### config.mk
export PLATFORM = sky130hd
export DESIGN_NAME = btb_update_ctrl
export DESIGN_NICKNAME = d
export VERILOG_FILES = /design/src/rtl/btb_pkg.sv /design/src/rtl/btb_upd_fifo.sv /design/src/rtl/btb_update_ctrl.sv
export SDC_FILE = /design/constraint.sdc
export NUM_CORES = 1
export LEC_CHECK = 0
export ABC_AREA = 1
export CORE_MARGIN = 8
export CORE_UTILIZATION = 54
export CTS_BUF_LIST = sky130_fd_sc_hd__clkbuf_4 sky130_fd_sc_hd__clkbuf_8
export DETAILED_ROUTE_END_ITERATION = 8
export GPL_TIMING_DRIVEN = 0
export PLACE_DENSITY = 0.93
export SYNTH_ARGS = -nofsm -noshare
export SYNTH_HDL_FRONTEND = slang
export SYNTH_SLANG_ARGS = --single-unit
### constraint.sdc
create_clock -name CLK -period 5.7 [get_ports CLK]
set_input_delay 1.14 -clock CLK [delete_from_list [all_inputs] [get_ports CLK]]
set_output_delay 1.14 -clock CLK [all_outputs]
set_load 0.05 [all_outputs]
### src/rtl/btb_pkg.sv
// Shared types and address-split helpers for the BTB write path.
package btb_pkg;

   localparam int BTB_IDX_W = 2;
   localparam int BTB_TAG_W = 28;
   localparam int BTB_TGT_W = 30;

   // One pending BTB write: where it goes and what it stores.
   typedef struct packed {
      logic [BTB_IDX_W-1:0] idx;
      logic [BTB_TAG_W-1:0] tag;
      logic [BTB_TGT_W-1:0] target;
      logic                 active;
   } btb_wr_t;

   typedef enum logic {
      IDLE  = 1'b0,
      SWEEP = 1'b1
   } btb_ctrl_state_t;

   // Entry index comes from the word-within-line bits of the PC.
   function automatic logic [BTB_IDX_W-1:0] btb_idx(input logic [31:0] pc);
      return pc[3:2];
   endfunction

   // Tag is everything above the index.
   function automatic logic [BTB_TAG_W-1:0] btb_tag(input logic [31:0] pc);
      return pc[31:4];
   endfunction

   // Targets are stored as word addresses; the byte offset is dropped.
   function automatic logic [BTB_TGT_W-1:0] btb_wtgt(input logic [31:0] tgt);
      return tgt[31:2];
   endfunction

endpackage

### src/rtl/btb_upd_fifo.sv
// Small synchronous FIFO of pending BTB writes with a combinational head.
module btb_upd_fifo
   import btb_pkg::*;
#(
   parameter int DEPTH = 2
) (
   input  logic    CLK,
   input  logic    nRST,
   input  logic    push_i,
   input  logic    pop_i,
   input  logic    clr_i,
   input  btb_wr_t din_i,
   output btb_wr_t head_o,
   output logic    full_o,
   output logic    empty_o
);

   localparam int PW = (DEPTH > 1) ? $clog2(DEPTH) : 1;
   localparam int CW = $clog2(DEPTH) + 1;
   localparam logic [CW-1:0] FULL_CNT = CW'(DEPTH);

   btb_wr_t         mem_q [DEPTH];
   logic [PW-1:0]   wr_ptr_q;
   logic [PW-1:0]   rd_ptr_q;
   logic [CW-1:0]   cnt_q;
   logic            do_push;
   logic            do_pop;

   assign full_o  = (cnt_q == FULL_CNT);
   assign empty_o = (cnt_q == '0);
   assign do_push = push_i & ~full_o & ~clr_i;
   assign do_pop  = pop_i & ~empty_o & ~clr_i;
   assign head_o  = mem_q[rd_ptr_q];

   // Storage array: written on push only, no reset needed.
   always_ff @(posedge CLK) begin
      if (do_push) begin
         mem_q[wr_ptr_q] <= din_i;
      end
   end

   // Pointers and occupancy; clear empties the queue in one cycle.
   always_ff @(posedge CLK or negedge nRST) begin
      if (!nRST) begin
         wr_ptr_q <= '0;
         rd_ptr_q <= '0;
         cnt_q    <= '0;
      end else if (clr_i) begin
         wr_ptr_q <= '0;
         rd_ptr_q <= '0;
         cnt_q    <= '0;
      end else begin
         if (do_push) wr_ptr_q <= wr_ptr_q + PW'(1);
         if (do_pop)  rd_ptr_q <= rd_ptr_q + PW'(1);
         case ({do_push, do_pop})
            2'b10:   cnt_q <= cnt_q + CW'(1);
            2'b01:   cnt_q <= cnt_q - CW'(1);
            default: cnt_q <= cnt_q;
         endcase
      end
   end

endmodule

### src/rtl/btb_update_ctrl.sv
// Owner of the BTB write port: filters resolved-branch updates, queues them,
// and runs full-table invalidate sweeps that take priority over updates.
module btb_update_ctrl
   import btb_pkg::*;
#(
   parameter int DEPTH  = 2,
   parameter int NENTRY = 4
) (
   input  logic                 CLK,
   input  logic                 nRST,
   input  logic                 upd_valid,
   output logic                 upd_ready,
   input  logic [31:0]          upd_pc,
   input  logic [31:0]          upd_target,
   input  logic                 upd_taken,
   input  logic                 upd_hit,
   input  logic                 flush_req,
   output logic                 busy,
   output logic                 btb_wen,
   output logic [BTB_IDX_W-1:0] btb_wsel,
   output logic [BTB_TAG_W-1:0] btb_tag_n,
   output logic [BTB_TGT_W-1:0] btb_target_n,
   output logic                 btb_active_n
);

   localparam logic [BTB_IDX_W-1:0] LAST_IDX = BTB_IDX_W'(NENTRY - 1);

   btb_ctrl_state_t      state_q, state_d;
   logic [BTB_IDX_W-1:0] sweep_idx_q, sweep_idx_d;
   logic                 wen_q, wen_d;
   btb_wr_t              wr_q, wr_d;

   logic                 fifo_full, fifo_empty;
   logic                 fifo_push, fifo_pop, fifo_clr;
   btb_wr_t              fifo_head;
   btb_wr_t              push_rec;
   logic                 push_want;
   logic                 unused_addr_bits;

   // Byte-offset bits of PC and target carry no information for the BTB.
   assign unused_addr_bits = ^{upd_pc[1:0], upd_target[1:0]};

   assign upd_ready = ~fifo_full & ~flush_req;
   assign busy      = (state_q == SWEEP) | ~fifo_empty;

   // Not-taken branches that missed leave nothing to correct, so only
   // taken branches (install) and not-taken hits (evict) produce a write.
   assign push_want       = upd_valid & upd_ready & (upd_taken | upd_hit);
   assign push_rec.idx    = btb_idx(upd_pc);
   assign push_rec.tag    = btb_tag(upd_pc);
   assign push_rec.target = upd_taken ? btb_wtgt(upd_target) : '0;
   assign push_rec.active = upd_taken;

   btb_upd_fifo #(.DEPTH(DEPTH)) u_fifo (
      .CLK     (CLK),
      .nRST    (nRST),
      .push_i  (fifo_push),
      .pop_i   (fifo_pop),
      .clr_i   (fifo_clr),
      .din_i   (push_rec),
      .head_o  (fifo_head),
      .full_o  (fifo_full),
      .empty_o (fifo_empty)
   );

   // Next-state and write selection; an update arriving at an empty FIFO in
   // IDLE bypasses the queue so it is written on the very next cycle.
   always_comb begin
      state_d     = state_q;
      sweep_idx_d = sweep_idx_q;
      fifo_push   = 1'b0;
      fifo_pop    = 1'b0;
      fifo_clr    = 1'b0;
      wen_d       = 1'b0;
      wr_d        = '0;
      case (state_q)
         IDLE: begin
            if (flush_req) begin
               state_d     = SWEEP;
               sweep_idx_d = '0;
               fifo_clr    = 1'b1;
            end else if (!fifo_empty) begin
               fifo_pop  = 1'b1;
               fifo_push = push_want;
               wen_d     = 1'b1;
               wr_d      = fifo_head;
            end else if (push_want) begin
               wen_d = 1'b1;
               wr_d  = push_rec;
            end
         end
         SWEEP: begin
            if (flush_req) begin
               sweep_idx_d = '0;
               fifo_clr    = 1'b1;
            end else begin
               fifo_push = push_want;
               wen_d     = 1'b1;
               wr_d.idx  = sweep_idx_q;
               if (sweep_idx_q == LAST_IDX) begin
                  state_d = IDLE;
               end else begin
                  sweep_idx_d = sweep_idx_q + BTB_IDX_W'(1);
               end
            end
         end
         default: state_d = IDLE;
      endcase
   end

   // State, sweep index and write-port registers; data holds between writes.
   always_ff @(posedge CLK or negedge nRST) begin
      if (!nRST) begin
         state_q     <= IDLE;
         sweep_idx_q <= '0;
         wen_q       <= 1'b0;
         wr_q        <= '0;
      end else begin
         state_q     <= state_d;
         sweep_idx_q <= sweep_idx_d;
         wen_q       <= wen_d;
         if (wen_d) begin
            wr_q <= wr_d;
         end
      end
   end

   assign btb_wen      = wen_q;
   assign btb_wsel     = wr_q.idx;
   assign btb_tag_n    = wr_q.tag;
   assign btb_target_n = wr_q.target;
   assign btb_active_n = wr_q.active;

endmodule

==> results.toml, run 1 <==
[critical_path]
cpLargestDelayFamily = "buffers and inverters"
rr_startpoint = "u_fifo.cnt_q[1]$_DFFE_PN0P_"
crit_path_max_incr_delay_ns = 0.89
crit_top_cell = "clkdlybuf4s50_1"
worst_setup_path_end_kind = "output pin"
critPathMaxFanout = 5
rrSetupSlack_ns = 3.01
crit_chain = "clkdlybuf4s50_1 > a21oi_1 > clkdlybuf4s50_1"
cp-start-kind = "input port"
crit_arrival_ns = 2.82
required_ns = 4.56
worstRegToRegCells = 5
path_class = "input port to output pin"
cp_num_buf_inv = 2
worstReg2RegEnd = "u_fifo.mem_q[1][31]$_DFFE_PP_"
crit_slowest_cell = "clkdlybuf4s50_1"

[clock_network]
htree_levels = 4
cts_tree = "done"
clk_pin_slew_ns = 0.09
cts_setup_buffers = 0
clock_sinks = 191
cts_resized = 0
clock_path_buffers = 2
cts_root_buf = "clkbuf_8"
clk_latency_ns = 0.46
cts_made_buffers = 17
hold_buffers = 0

[finish]
drive_gt1_frac = 0.0617
area_growth_pct = 25.4
final_util = 0.693
diodes = 0
nets = 1014

[global_route]
grt_pass1_wl_um = 32500
grt_overflow = 0
antenna_found_initial = 0
grt_pass1_vias = 6287
grt_max_degree = 70
grt.total_usage = 0.223

[synthesis]
synth-seq-cells = 191
synth_seq_area_share = 0.671
synth_fp_nets = 862
syn_area_sq_mm = 0.00803
syn_inst = 791
syn_area_per_cell_sq_um = 10.2
yosysWarnings = 0
yosysUniqueCellTypes = 21

[run]
cap_viol_max_count = 0

[run_status]
outcome = "completed"

[pwr]
fin_total_pwr_uw = 3210
ir_worst_vdd_v = 0.000173
power.density_mw_per_mm2 = 319
p_leak_uw = 0.00422

[worst_hold_path]
min_path_type = "flop to flop"
hold_depth = 2
hp-start = "btb_target_n[7]$_DFFE_PN0P_"
hold_end = "btb_target_n[7]$_DFFE_PN0P_"

[sta]
fin_tns_setup_ns = 0
finalMaxSlewViolations = 0
rsz0062_at_grt = "false"
post-route-period-util = 0.695
max_freq_ghz = 0.252
min_period_ns = 3.96
maxSlewHeadroom = 0.405
timing.final.hold_violations = 0
fin_ws_ns = 1.74
tightest_slew_ns = 0.893
finalSetupViolCount = 0
skew_ns = 0.0127

[placement]
dp_slack_ns = 1.74
gp_congestion = 0.801
hpwlAfterDp_um = 14100
numPortBuffers = 129

[detailed_routing]
routed_wl_um = 20700
ant_nets = 0
first_iter_violations = 795
drc = 0
wl_per_cell_um = 18.1
drt_pre_antenna_iters = 6
num_vias = 6443
vias_per_cell = 5.65

[floorplanning]
dieWidth_um = 138
die_height_um = 138
initial_core_util = 0.553
core_area_sq_mm = 0.0145
boundaryPins = 134
die-area_sq_mm = 0.0190
rows = 44
==> cell families (layout without fill, tap and decap cells) <==
| family | count (synthesis) | in the layout | synth area share |
|---|---|---|---|
| AOI/OAI and AO/OA | 129 | 129 | 0.0805 |
| adders and majority gates | 1 | 1 | 0.00156 |
| and+or+nand+nor | 372 | 372 | 0.196 |
| buffers and inverters | 96 | 261 | 0.0489 |
| DFF | 191 | 191 | 0.671 |
| xor gates and xnor gates | 2 | 2 | 0.00218 |
==> worst max path at each step <==
stage,startpoint,to,slack (ns),cells past startpoint
detailed placement,flush_req,upd_ready,1.74,3
global route,flush_req,upd_ready,1.72,3
finish,flush_req,upd_ready,1.74,3
CTS,flush_req,upd_ready,1.75,3
global placement,upd_taken,u_fifo.mem_q[1][20]$_DFFE_PP_,-1.27,6
floorplan,upd_taken,u_fifo.mem_q[0][0]$_DFFE_PP_,0.89,5
==> cells in the mapped netlist <==
| cell type | n | area (sq um) |
|---|---|---|
| nor2_2 | 2 | 12.5 |
| dfrtp_1 | 69 | 1730 |
| inv_2 | 2 | 7.51 |
| nor2_1 | 68 | 255 |
| ha_1 | 1 | 12.5 |
| buf_4 | 1 | 7.51 |
| clkbuf_1 | 34 | 128 |
| inv_1 | 39 | 146 |
| nor2_4 | 1 | 11.3 |
| edfxtp_1 | 122 | 3660 |
| buf_6 | 1 | 11.3 |
| buf_1 | 1 | 3.75 |
| xor2_1 | 2 | 17.5 |
| nand2_1 | 170 | 638 |
| o22ai_1 | 1 | 6.26 |
| a21oi_1 | 1 | 5.00 |
| nand3_1 | 131 | 656 |
| buf_2 | 17 | 85.1 |
| o21ai_1 | 3 | 15.0 |
| o21ai_0 | 124 | 621 |
| clkinv_1 | 1 | 3.75 |
==> flip-flops by register name, summed over array words and instances, names as in the netlist <==
signal / flops
u_fifo.wr_ptr_q: 1
btb_target_n: 30
u_fifo.cnt_q: 2
u_fifo.rd_ptr_q: 1
u_fifo.mem_q: 122
btb_active_n: 1
btb_wsel: 2
state_q: 1
btb_tag_n: 28
sweep_idx_q: 2
btb_wen: 1
==> cells in the final DEF (no fill, tap or decap), drive strengths merged <==
cell type      instances
a21oi                  1
buf                   25
bufinv                 3
clkbuf                57
clkdlybuf4s50        128
clkinv                 6
clkinvlp               1
dfrtp                 69
edfxtp               122
ha                     1
inv                   41
nand2                170
nand3                131
nor2                  71
o21ai                127
o22ai                  1
xor2                   2
==> worst register-to-register path, stage by stage, from the launching register on <==
cell	delay [ns]
dfrtp_1	0.44
nor2_2	0.50
inv_2	0.25
o21ai_0	0.68
nor2_4	0.30
buf_16	0.27
==> power by group <==
| group | internal (uW) | total [uW] | leakage (uW) | switching (uW) |
|---|---|---|---|---|
| Clock | 463 | 911 | 0.000205 | 448 |
| Combinational | 209 | 691 | 0.00195 | 482 |
| Sequential | 1570 | 1610 | 0.00207 | 40.7 |
| Total | 2240 | 3210 | 0.00422 | 971 |
==> final cells by class <==
cell class	instances	area (sq um)
inverter	42	158
clock buffer	23	285
sequential	191	5390
buffer	54	235
clock inverter	9	118
tap	184	230
multi-input combinational	504	2260
timing repair buffer	133	1390
fill	1063	4460
==> per-layer routing <==
metal | GRT usage | part of all wire | wire length (um) | vias to the layer above
met3 | 0.0424 | 0.074 | 1520 | 52
met2 | 0.372 | 0.51 | 10500 | 327
li1 | - | - | - | 2999
met4 | 0.104 | 0.029 | 597 | 0
met5 | 0 | 0 | 0 | -
met1 | 0.277 | 0.39 | 8050 | 3065
==> stage by stage <==
step | hold slack (ns) | cell area (sq um) | instances
after global placement | 0.491 | 9550 | 1104
after floorplan | 0.484 | 8030 | 791
after CTS | 0.516 | 10100 | 1140
final | 0.512 | 10100 | 1140
after global routing | 0.537 | 10100 | 1140
after detailed placement | 0.494 | 9670 | 1108
Note: power is estimated with default switching activity, not from simulation.
==> run 2, diff against run 1 <==
- clock period: 5.7 -> 3.8 ns (I/O delays scaled with it)
==> results of run 2 <==
The final DEF is identical to that of run 1. Status: completed.
Main changes from that run: setup slack after placement 1.74 ns -> 0.259 ns; clock-pin slew on the worst setup and hold paths 0.09 ns -> 0.08 ns; setup slack after layout 1.74 ns -> 0.599 ns; hold slack 0.512 ns -> 0.419 ns; register-to-register setup slack 3.01 ns -> 1.11 ns; total power 3210 uW -> 4820 uW; worst IR drop on VDD 0.000173 V -> 0.000260 V
